==> src/rtl/ex_advint_iter_if.sv <==
// Request/result bundle for the iterative multiply/divide unit.
// Master is the requester/consumer; slave is ex_advint_iter.
interface ex_advint_iter_if #(
  parameter int WIDTH = 64
);
  logic [WIDTH-1:0] in1;
  logic [WIDTH-1:0] in2;
  logic [2:0]       unit;
  logic [1:0]       op;
  logic             in_valid;
  logic             in_ready;
  logic             flush;
  logic [WIDTH-1:0] out;
  logic [WIDTH-1:0] out2;
  logic             out_valid;
  logic             out_ready;

  modport master (
    output in1, in2, unit, op, in_valid, flush, out_ready,
    input  in_ready, out, out2, out_valid
  );

  modport slave (
    input  in1, in2, unit, op, in_valid, flush, out_ready,
    output in_ready, out, out2, out_valid
  );
endinterface

==> src/rtl/ex_advint_iter.sv <==
// Radix-2 iterative MUL/MULU/DIV/DIVU: WIDTH compute steps plus one fix-up cycle.
// Optional macro ADVINT_EARLY_OUT_EN skips the compute steps for zero operands / zero divisor.
module ex_advint_iter #(
  parameter int         WIDTH   = 64,
  parameter logic [2:0] UNIT_ID = 3'h4
) (
  input  logic             clk,
  input  logic             rst,
  ex_advint_iter_if.slave  bus
);

  localparam int CW = $clog2(WIDTH + 1);

  typedef enum logic [1:0] {IDLE, CALC, FIX, DONE} state_t;

  state_t           state_q, state_d;
  logic [WIDTH-1:0] a_q, a_d, b_q, b_d;
  logic [WIDTH-1:0] hi_q, hi_d, lo_q, lo_d;
  logic [WIDTH-1:0] out_q, out_d, out2_q, out2_d;
  logic [1:0]       op_q, op_d;
  logic             vld_q, vld_d;
  logic [CW-1:0]    cnt_q, cnt_d;
`ifdef ADVINT_EARLY_OUT_EN
  logic             hold_q, hold_d;
`endif

  function automatic logic [WIDTH-1:0] mag(input logic [WIDTH-1:0] x, input logic sgn);
    return (sgn && x[WIDTH-1]) ? ((~x) + WIDTH'(1)) : x;
  endfunction

  logic             sgn_in, sgn;
  logic [WIDTH-1:0] a_mag_in, b_mag_in, a_mag, b_mag;
  logic             accept;
  logic [WIDTH:0]   sum, shl, diff;
  logic [2*WIDTH-1:0] prod, prod_s;
  logic             neg;

  assign sgn_in   = ~bus.op[0];
  assign a_mag_in = mag(bus.in1, sgn_in);
  assign b_mag_in = mag(bus.in2, sgn_in);
  assign sgn      = ~op_q[0];
  assign a_mag    = mag(a_q, sgn);
  assign b_mag    = mag(b_q, sgn);
  assign accept   = bus.in_valid && (bus.unit == UNIT_ID);
  assign neg      = sgn && (a_q[WIDTH-1] ^ b_q[WIDTH-1]);

  // Shift-add multiply step and restoring divide step share the hi/lo pair.
  assign sum  = {1'b0, hi_q} + {1'b0, (lo_q[0] ? a_mag : {WIDTH{1'b0}})};
  assign shl  = {hi_q, lo_q[WIDTH-1]};
  assign diff = shl - {1'b0, b_mag};
  assign prod   = {hi_q, lo_q};
  assign prod_s = neg ? ((~prod) + (2*WIDTH)'(1)) : prod;

  always_comb begin
    state_d = state_q;
    a_d     = a_q;
    b_d     = b_q;
    hi_d    = hi_q;
    lo_d    = lo_q;
    out_d   = out_q;
    out2_d  = out2_q;
    op_d    = op_q;
    vld_d   = vld_q;
    cnt_d   = cnt_q;
`ifdef ADVINT_EARLY_OUT_EN
    hold_d  = hold_q;
`endif
    unique case (state_q)
      IDLE: begin
        if (accept) begin
          a_d     = bus.in1;
          b_d     = bus.in2;
          op_d    = bus.op;
          cnt_d   = '0;
          hi_d    = '0;
          lo_d    = bus.op[1] ? a_mag_in : b_mag_in;
          state_d = CALC;
`ifdef ADVINT_EARLY_OUT_EN
          if (bus.op[1] ? (bus.in2 == '0) : ((bus.in1 == '0) || (bus.in2 == '0))) begin
            state_d = FIX;
            hold_d  = 1'b1;
          end
`endif
        end
      end
      CALC: begin
        if (op_q[1]) begin
          if (!diff[WIDTH]) begin
            hi_d = diff[WIDTH-1:0];
            lo_d = {lo_q[WIDTH-2:0], 1'b1};
          end else begin
            hi_d = shl[WIDTH-1:0];
            lo_d = {lo_q[WIDTH-2:0], 1'b0};
          end
        end else begin
          hi_d = sum[WIDTH:1];
          lo_d = {sum[0], lo_q[WIDTH-1:1]};
        end
        cnt_d = cnt_q + CW'(1);
        if (cnt_q == CW'(WIDTH - 1)) state_d = FIX;
      end
      FIX: begin
`ifdef ADVINT_EARLY_OUT_EN
        // Early-out spends one settle cycle here so results land two edges after accept.
        if (hold_q) begin
          hold_d = 1'b0;
        end else
`endif
        begin
          if (op_q[1]) begin
            if (b_q == '0) begin
              out_d  = '1;
              out2_d = a_q;
            end else if (sgn && (a_q == {1'b1, {(WIDTH-1){1'b0}}}) && (b_q == '1)) begin
              out_d  = a_q;
              out2_d = '0;
            end else begin
              out_d  = neg ? ((~lo_q) + WIDTH'(1)) : lo_q;
              out2_d = (sgn && a_q[WIDTH-1]) ? ((~hi_q) + WIDTH'(1)) : hi_q;
            end
          end else if ((a_q == '0) || (b_q == '0)) begin
            out_d  = '0;
            out2_d = '0;
          end else begin
            out_d  = prod_s[WIDTH-1:0];
            out2_d = prod_s[2*WIDTH-1:WIDTH];
          end
          vld_d   = 1'b1;
          state_d = DONE;
        end
      end
      DONE: begin
        if (bus.out_ready) begin
          vld_d   = 1'b0;
          state_d = IDLE;
        end
      end
      default: state_d = IDLE;
    endcase
    if (bus.flush) begin
      state_d = IDLE;
      vld_d   = 1'b0;
      cnt_d   = '0;
`ifdef ADVINT_EARLY_OUT_EN
      hold_d  = 1'b0;
`endif
    end
  end

  always_ff @(posedge clk) begin
    if (rst) begin
      state_q <= IDLE;
      a_q     <= '0;
      b_q     <= '0;
      hi_q    <= '0;
      lo_q    <= '0;
      out_q   <= '0;
      out2_q  <= '0;
      op_q    <= '0;
      vld_q   <= 1'b0;
      cnt_q   <= '0;
`ifdef ADVINT_EARLY_OUT_EN
      hold_q  <= 1'b0;
`endif
    end else begin
      state_q <= state_d;
      a_q     <= a_d;
      b_q     <= b_d;
      hi_q    <= hi_d;
      lo_q    <= lo_d;
      out_q   <= out_d;
      out2_q  <= out2_d;
      op_q    <= op_d;
      vld_q   <= vld_d;
      cnt_q   <= cnt_d;
`ifdef ADVINT_EARLY_OUT_EN
      hold_q  <= hold_d;
`endif
    end
  end

  assign bus.in_ready  = (state_q == IDLE);
  assign bus.out       = out_q;
  assign bus.out2      = out2_q;
  assign bus.out_valid = vld_q;

endmodule

==> src/flat_wrapper.sv <==
// flat-port wrapper written by rule: the top's interface ports become plain ports
module ex_advint_iter_flat 
#(
  parameter int         WIDTH   = 64,
  parameter logic [2:0] UNIT_ID = 3'h4
)
  (clk, rst, bus_in1, bus_in2, bus_unit, bus_op, bus_in_valid, bus_flush, bus_out_ready, bus_in_ready, bus_out, bus_out2, bus_out_valid);
  ex_advint_iter_if #(.WIDTH(WIDTH)) bus_i ();
  input  logic clk;
  input  logic rst;
  input wire logic [$bits(bus_i.in1)-1:0] bus_in1;
  input wire logic [$bits(bus_i.in2)-1:0] bus_in2;
  input wire logic [$bits(bus_i.unit)-1:0] bus_unit;
  input wire logic [$bits(bus_i.op)-1:0] bus_op;
  input wire logic [$bits(bus_i.in_valid)-1:0] bus_in_valid;
  input wire logic [$bits(bus_i.flush)-1:0] bus_flush;
  input wire logic [$bits(bus_i.out_ready)-1:0] bus_out_ready;
  output wire logic [$bits(bus_i.in_ready)-1:0] bus_in_ready;
  output wire logic [$bits(bus_i.out)-1:0] bus_out;
  output wire logic [$bits(bus_i.out2)-1:0] bus_out2;
  output wire logic [$bits(bus_i.out_valid)-1:0] bus_out_valid;
  assign bus_i.in1 = bus_in1;
  assign bus_i.in2 = bus_in2;
  assign bus_i.unit = bus_unit;
  assign bus_i.op = bus_op;
  assign bus_i.in_valid = bus_in_valid;
  assign bus_i.flush = bus_flush;
  assign bus_i.out_ready = bus_out_ready;
  assign bus_in_ready = bus_i.in_ready;
  assign bus_out = bus_i.out;
  assign bus_out2 = bus_i.out2;
  assign bus_out_valid = bus_i.out_valid;
  ex_advint_iter #(.WIDTH(WIDTH), .UNIT_ID(UNIT_ID)) u_core (.clk(clk), .rst(rst), .bus(bus_i));
endmodule
==> config.mk <==
export PLATFORM = sky130hd
export DESIGN_NAME = ex_advint_iter_flat
export DESIGN_NICKNAME = d
export VERILOG_FILES = /design/src/rtl/ex_advint_iter_if.sv /design/src/rtl/ex_advint_iter.sv /design/src/flat_wrapper.sv
export SDC_FILE = /design/constraint.sdc
export NUM_CORES = 2
export LEC_CHECK = 0
export BUFFER_PORTS_ARGS = -buffer_cell sky130_fd_sc_hd__buf_2
export CAP_MARGIN = 10
export CORE_MARGIN = 5
export CORE_UTILIZATION = 50
export CTS_BUF_LIST = sky130_fd_sc_hd__clkbuf_8
export DETAILED_ROUTE_END_ITERATION = 10
export PLACE_DENSITY = 0.65
export SETUP_SLACK_MARGIN = 0.15
export SLEW_MARGIN = 20
export SYNTH_ARGS = -nofsm -noshare
export SYNTH_HDL_FRONTEND = slang
export SYNTH_SLANG_ARGS = --single-unit
==> constraint.sdc <==
create_clock -name clk -period 11.1 [get_ports clk]
set_clock_uncertainty 0.2 [all_clocks]
set_input_delay 1.665 -clock clk [delete_from_list [all_inputs] [get_ports clk]]
set_output_delay 1.665 -clock clk [all_outputs]
set_load 0.01 [all_outputs]
After elaboration in Yosys (flattened, before gate mapping). Cells that the tools add are included. Widths: inputs -> output; s select.

Add/subtract/negate cells: 10. Multiplexer cells: 33. $lt $le $gt $ge: 0. Equal/unequal tests: 10. Bitwise operators: 10. Shift-type cells: 0. Div/mod/pow operators: 0. Reduce and logical (&&, ||, !) cells: 19. $mul: 0.

Operators by type and width (number): $mux 64 (21); $add 64x1->64 const B (6); $not 64->64 (6); $pmux 64 s2 (2); $add 128x1->128 const B (1); $eq 64x64->1 const B (2); $logic_not 64->1 (2); $mux 128 (1); $not 128->128 (1); $add 64x64->65 (1); $sub 65x64->65 (1); $pmux 7 s2 (1); $logic_and 1x1->1 (8); $pmux 2 s4 (1); $add 7x1->7 const B (1); $eq 7x6->1 const B (1); $mux 7 (1); $mux 2 (3); $reduce_and 2->1 (3); $eq 2x2->1 const B (2); $ne 2x1->1 const B (2); $reduce_bool 2->1 (2); $eq 3x3->1 const B (1); $reduce_and 3->1 (1); 9 further kinds (11).

Input port bits: 138. Bits in latches: 0. Memories: 0. Flip-flop bits (word level): 396. ROM bits: 0. Output and inout port bits: 130. RAM bits: 0. Word-level logic and storage cells: 92.

Longest topological paths before layout.
Word-level depth: 7. Gate-level depth with buffers: 27. Mapped depth without buffers: 23.

Worst setup path before layout. OpenSTA, ideal clock, no wires.

Path type: reg-to-reg. From: register u_core.b_q[10]. To: register u_core.hi_q[16]. Period minus slack after synthesis: 6674 ps. Slack: 4426 ps. Data arrival time: 6400 ps. Library setup time: 74 ps. Data required time: 10826 ps. Path buffers: 5. Stages on the path, launching flop included: 25. Cell sequence: dfxtp_1 -> or4_1 -> or3_1 -> buf_2 -> nor4_1 -> nand4b_1 -> nor3_1 -> nor3b_2 -> and2_1 -> nand3_1 -> or3_1 -> o21ai_1 -> xor2_1 -> ha_1 -> clkbuf_1 -> nand4_1 -> nor4_1 -> nand2_1 -> o31ai_1 -> xnor2_1 -> clkbuf_1 -> clkbuf_1 -> clkbuf_1 -> a21oi_1 -> o21ai_0.

Word-level cells in the longest chain between the ends: 7.

Ends and longest elaborated chain: start: declaration (line ex_advint_iter.sv:17) `logic [WIDTH-1:0] a_q, a_d, b_q, b_d;`; start signal: assignment (line ex_advint_iter.sv:154) `b_q <= '0;`; start signal: assignment (line ex_advint_iter.sv:168) `b_q <= b_d;`; $not 64->64 (line ex_advint_iter.sv:28) `return (sgn && x[WIDTH-1]) ? ((~x) + WIDTH'(1)) : x;`; $add 64x1->64 (line ex_advint_iter.sv:28); $mux 64 * (line ex_advint_iter.sv:28); $sub 65x64->65 * (line ex_advint_iter.sv:50) `assign diff = shl - {1'b0, b_mag};`; $mux 64 * (line ex_advint_iter.sv:88) `if (!diff[WIDTH]) begin`; $mux 64 * (line ex_advint_iter.sv:87) `if (op_q[1]) begin`; $pmux 64 s2 * (line ex_advint_iter.sv:68) `unique case (state_q)`; end signal: assignment (line ex_advint_iter.sv:169) `hi_q <= hi_d;`; end: declaration (line ex_advint_iter.sv:18) `logic [WIDTH-1:0] hi_q, hi_d, lo_q, lo_d;`.

Mark *: on every way between the ends. The rest lies on a longest branch, timed or not. A chain may end at the register's enable or synchronous reset.

Worst setup path in the final report.
From: register u_core.b_q[10]. To: register u_core.hi_q[63].

Same word-level chain as after synthesis.

==> results.json <==
{
  "crit_start": "u_core.b_q[10]$_SDFFE_PP0P_",
  "cap_violations": 0,
  "hold_path.startpoint": "u_core.bus.out2[57]$_SDFFE_PP0P_",
  "ys_types": 79,
  "dp_hpwl_um": 123000,
  "hold_viol_final": 0,
  "drive_above_1_share": 0.108,
  "status": "finished, final reports clean",
  "clk_latency_ns": 0.72,
  "synth_area_um2": 34900,
  "pin_count": 268,
  "async_reset_ff_frac": 0,
  "hp-class": "reg -> reg",
  "clockBufferDepth": 3,
  "avgSynthCellArea_um2": 6.96,
  "leakage_nw": 15.4,
  "wl_per_cell_um": 26.4,
  "drtIter0Drc": 6009,
  "peakVddDrop_mv": 0.0810,
  "cts-resized-gates": 0,
  "grt.total_usage": 0.402,
  "root_buffer": "clkbuf_8",
  "r2r-start": "u_core.b_q[10]$_SDFFE_PP0P_",
  "cts_inserted_buffers": 73,
  "syn_inst": 5013,
  "final-setup-viol-count": 0,
  "grt_start_max_net_pins": 143,
  "io_buffers": 267,
  "clkTransAtPathRegs_ns": 0.06,
  "ys_ff_latch": 396,
  "coreArea_um2": 68900,
  "yosysSeqAreaShare": 0.227,
  "cts_tree": "done",
  "timing.rr.end": "u_core.hi_q[63]$_SDFFE_PP0P_",
  "startpoint_type": "flop",
  "max_freq_mhz": 127,
  "first_global_vias": 35209,
  "power.total_mw": 3.95,
  "reg2reg_slack_ns": 3.20,
  "cts.sinks": 396,
  "synth_nets": 5293,
  "endpoint_kind": "flop",
  "power_density_nw_per_um2": 104,
  "postRouteAntennaNets": 0,
  "crit_fanout": 60,
  "dieArea_um2": 75200,
  "grt_pass1_wl_um": 231000,
  "vias": 39337,
  "dp.cells": 5889,
  "die_h_um": 274,
  "r2r_cells": 22,
  "whs_path_depth": 2,
  "rsz0062_at_grt": "no",
  "cts_hold_buf": 0,
  "die_width_um": 274,
  "initial_core_util": 0.506,
  "min_period_over_period": 0.712,
  "routed_wl_um": 159000,
  "ys_warn_count": 0,
  "htreeDepth": 3,
  "synth-edff-count": 0,
  "worstPathArrival_ns": 8.26,
  "dr.pass1.iters": 9,
  "ys.flop_type": "dfxtp_1",
  "drv_slew": 0,
  "crit_required_ns": 11.46,
  "drcViolationCount": 0,
  "worst_pin_slew_ns": 1.15,
  "antenna_found_initial": 15,
  "worst_hold_path.endpoint": "u_core.bus.out2[57]$_SDFFE_PP0P_",
  "instances_no_fill": 6026,
  "place_congestion": 1.06,
  "fillers": 7099,
  "fin_crit_ns": 7.90,
  "finalSetupTns_ns": 0,
  "area_growth_pct": 9.08,
  "routed_via_density": 6.53,
  "rows": 96,
  "final_net_count": 5313,
  "gr-total-overflow": 0,
  "path_class": "reg -> reg",
  "maxSlewHeadroom": 0.233,
  "cts_setup_buffers": 0
}
==> cells in the mapped netlist, types with 81 or more instances <==
| cell | n | area (µm²) |
|---|---|---|
| inv_1 | 81 | 304 |
| nand3_1 | 90 | 450 |
| nand2_1 | 622 | 2330 |
| clkbuf_1 | 343 | 1290 |
| nor2_1 | 498 | 1870 |
| a31oi_1 | 81 | 507 |
| dfxtp_1 | 396 | 7930 |
| ha_1 | 140 | 1750 |
| o21ai_0 | 303 | 1520 |
| nor3_1 | 200 | 1000 |
| a21oi_1 | 639 | 3200 |
| xnor2_1 | 296 | 2590 |
| xor2_1 | 239 | 2090 |
==> worst max-delay path, cell delays in order (launching register included) <==
cell and delay, ns:
dfxtp_1 0.37, or4_1 0.59, or3_1 0.45, nor4_1 0.59
nand4b_1 0.25, nor3_1 0.26, nor3b_2 0.50, and2_1 0.22
nand3_1 0.09, or3_1 0.37, o21ai_1 0.16, xor2_1 0.09
ha_1 0.48, nand4_1 0.24, nor4_1 0.64, nand2_1 0.10
o31ai_1 0.64, xnor2_2 0.18, buf_4 0.49, nor3b_1 0.12
mux2_2 0.28, or2_2 0.29, and3_1 0.18
==> cell usage in the layout, fill, tap and decap left out, types with 22 or more instances in the layout <==
cell type | netlist | routed
xor2_1 | 239 | 239
nor2b_1 | 30 | 25
a22o_1 | 22 | 22
clkbuf_8 | 0 | 85
a31oi_1 | 81 | 81
nor2_1 | 498 | 494
o221ai_1 | 34 | 34
o21ai_0 | 303 | 303
nor3_1 | 200 | 198
mux2i_1 | 26 | 26
nand2b_1 | 46 | 44
nor4_1 | 72 | 72
nand2_1 | 622 | 620
or4_1 | 36 | 36
o211ai_1 | 42 | 42
or3_1 | 58 | 58
buf_4 | 2 | 75
mux2_2 | 43 | 43
ha_1 | 140 | 138
o21bai_1 | 29 | 29
inv_1 | 81 | 107
a21oi_1 | 639 | 639
nand3_1 | 90 | 90
o41ai_1 | 24 | 24
and3_1 | 43 | 43
buf_2 | 23 | 266
o22ai_1 | 22 | 22
a21o_1 | 74 | 74
dfxtp_1 | 396 | 395
o31ai_1 | 54 | 54
a22oi_1 | 51 | 51
nand4_1 | 77 | 77
xnor2_1 | 296 | 295
==> cell families (layout without fill, tap and decap cells) <==
group | Yosys count | after routing | synth area share
buffers and inverters | 480 | 555 | 0.0527
XOR/XNOR | 535 | 535 | 0.134
flip-flops | 396 | 396 | 0.227
adder cells (fa/ha/maj) | 142 | 142 | 0.0513
AO/OA/AOI/OAI | 1522 | 1522 | 0.263
multiplexers | 69 | 69 | 0.0213
AND/OR/NAND/NOR | 1869 | 1869 | 0.250
other | 0 | 7 | 0
==> stage by stage <==
step	setup slack, ns	hold WS, ns	utilization	area (µm²)
floorplan	4.43	0.250	-	34900
global route	2.66	0.287	0.552	38100
CTS	3.28	0.266	0.552	38100
detailed placement	3.29	0.248	0.531	36600
global placement	3.45	0.245	0.531	36600
finish	3.20	0.262	0.552	38100
==> report_power, final <==
part	switching (mW)	total, mW	internal (mW)
Clock	0.701	1.48	0.775
Combinational	0.688	0.987	0.299
Sequential	0.0453	1.49	1.44
Total	1.43	3.95	2.51
==> sequential cells by signal (all words and copies together), names as in the netlist <==
name,cells
u_core.lo_q,64
u_core.b_q,64
u_core.cnt_q,7
u_core.bus.out,64
u_core.op_q,2
u_core.bus.out2,64
u_core.hi_q,64
u_core.a_q,64
u_core.bus.out_valid,1
u_core.state_q,2
==> cell type report <==
type | instances | area (µm²) | share of cell area
Antenna cell | 7 | 17.5 | 0.000460
Tap cell | 931 | 1160 | 0.0306
Multi-Input combinational cell | 4137 | 25300 | 0.663
Sequential cell | 396 | 7930 | 0.208
Timing Repair Buffer | 343 | 1930 | 0.0507
Inverter | 82 | 308 | 0.00808
Clock inverter | 45 | 302 | 0.00792
Clock buffer | 85 | 1170 | 0.0307
==> how the worst max path moves through the flow <==
| stage | endpoint | slack (ns) | depth (start not counted) |
|---|---|---|---|
| after floorplan | u_core.hi_q[16]$_SDFFE_PP0P_ | 4.43 | 24 |
| after global placement | u_core.hi_q[63]$_SDFFE_PP0P_ | 3.45 | 22 |
| after detailed placement | u_core.hi_q[63]$_SDFFE_PP0P_ | 3.29 | 22 |
| after CTS | u_core.hi_q[63]$_SDFFE_PP0P_ | 3.28 | 22 |
| after global routing | u_core.hi_q[63]$_SDFFE_PP0P_ | 2.66 | 22 |
| final | u_core.hi_q[63]$_SDFFE_PP0P_ | 3.20 | 22 |
==> routing by layer <==
metal / GRT usage / vias to the layer above / routed length [µm]
li1: - / 18018 / -
met1: 0.559 / 18456 / 64900
met2: 0.583 / 2404 / 64600
met3: 0.112 / 443 / 21100
met4: 0.170 / 16 / 8150
met5: 0.00592 / - / 189
Note: power is estimated with default switching activity, not from simulation.
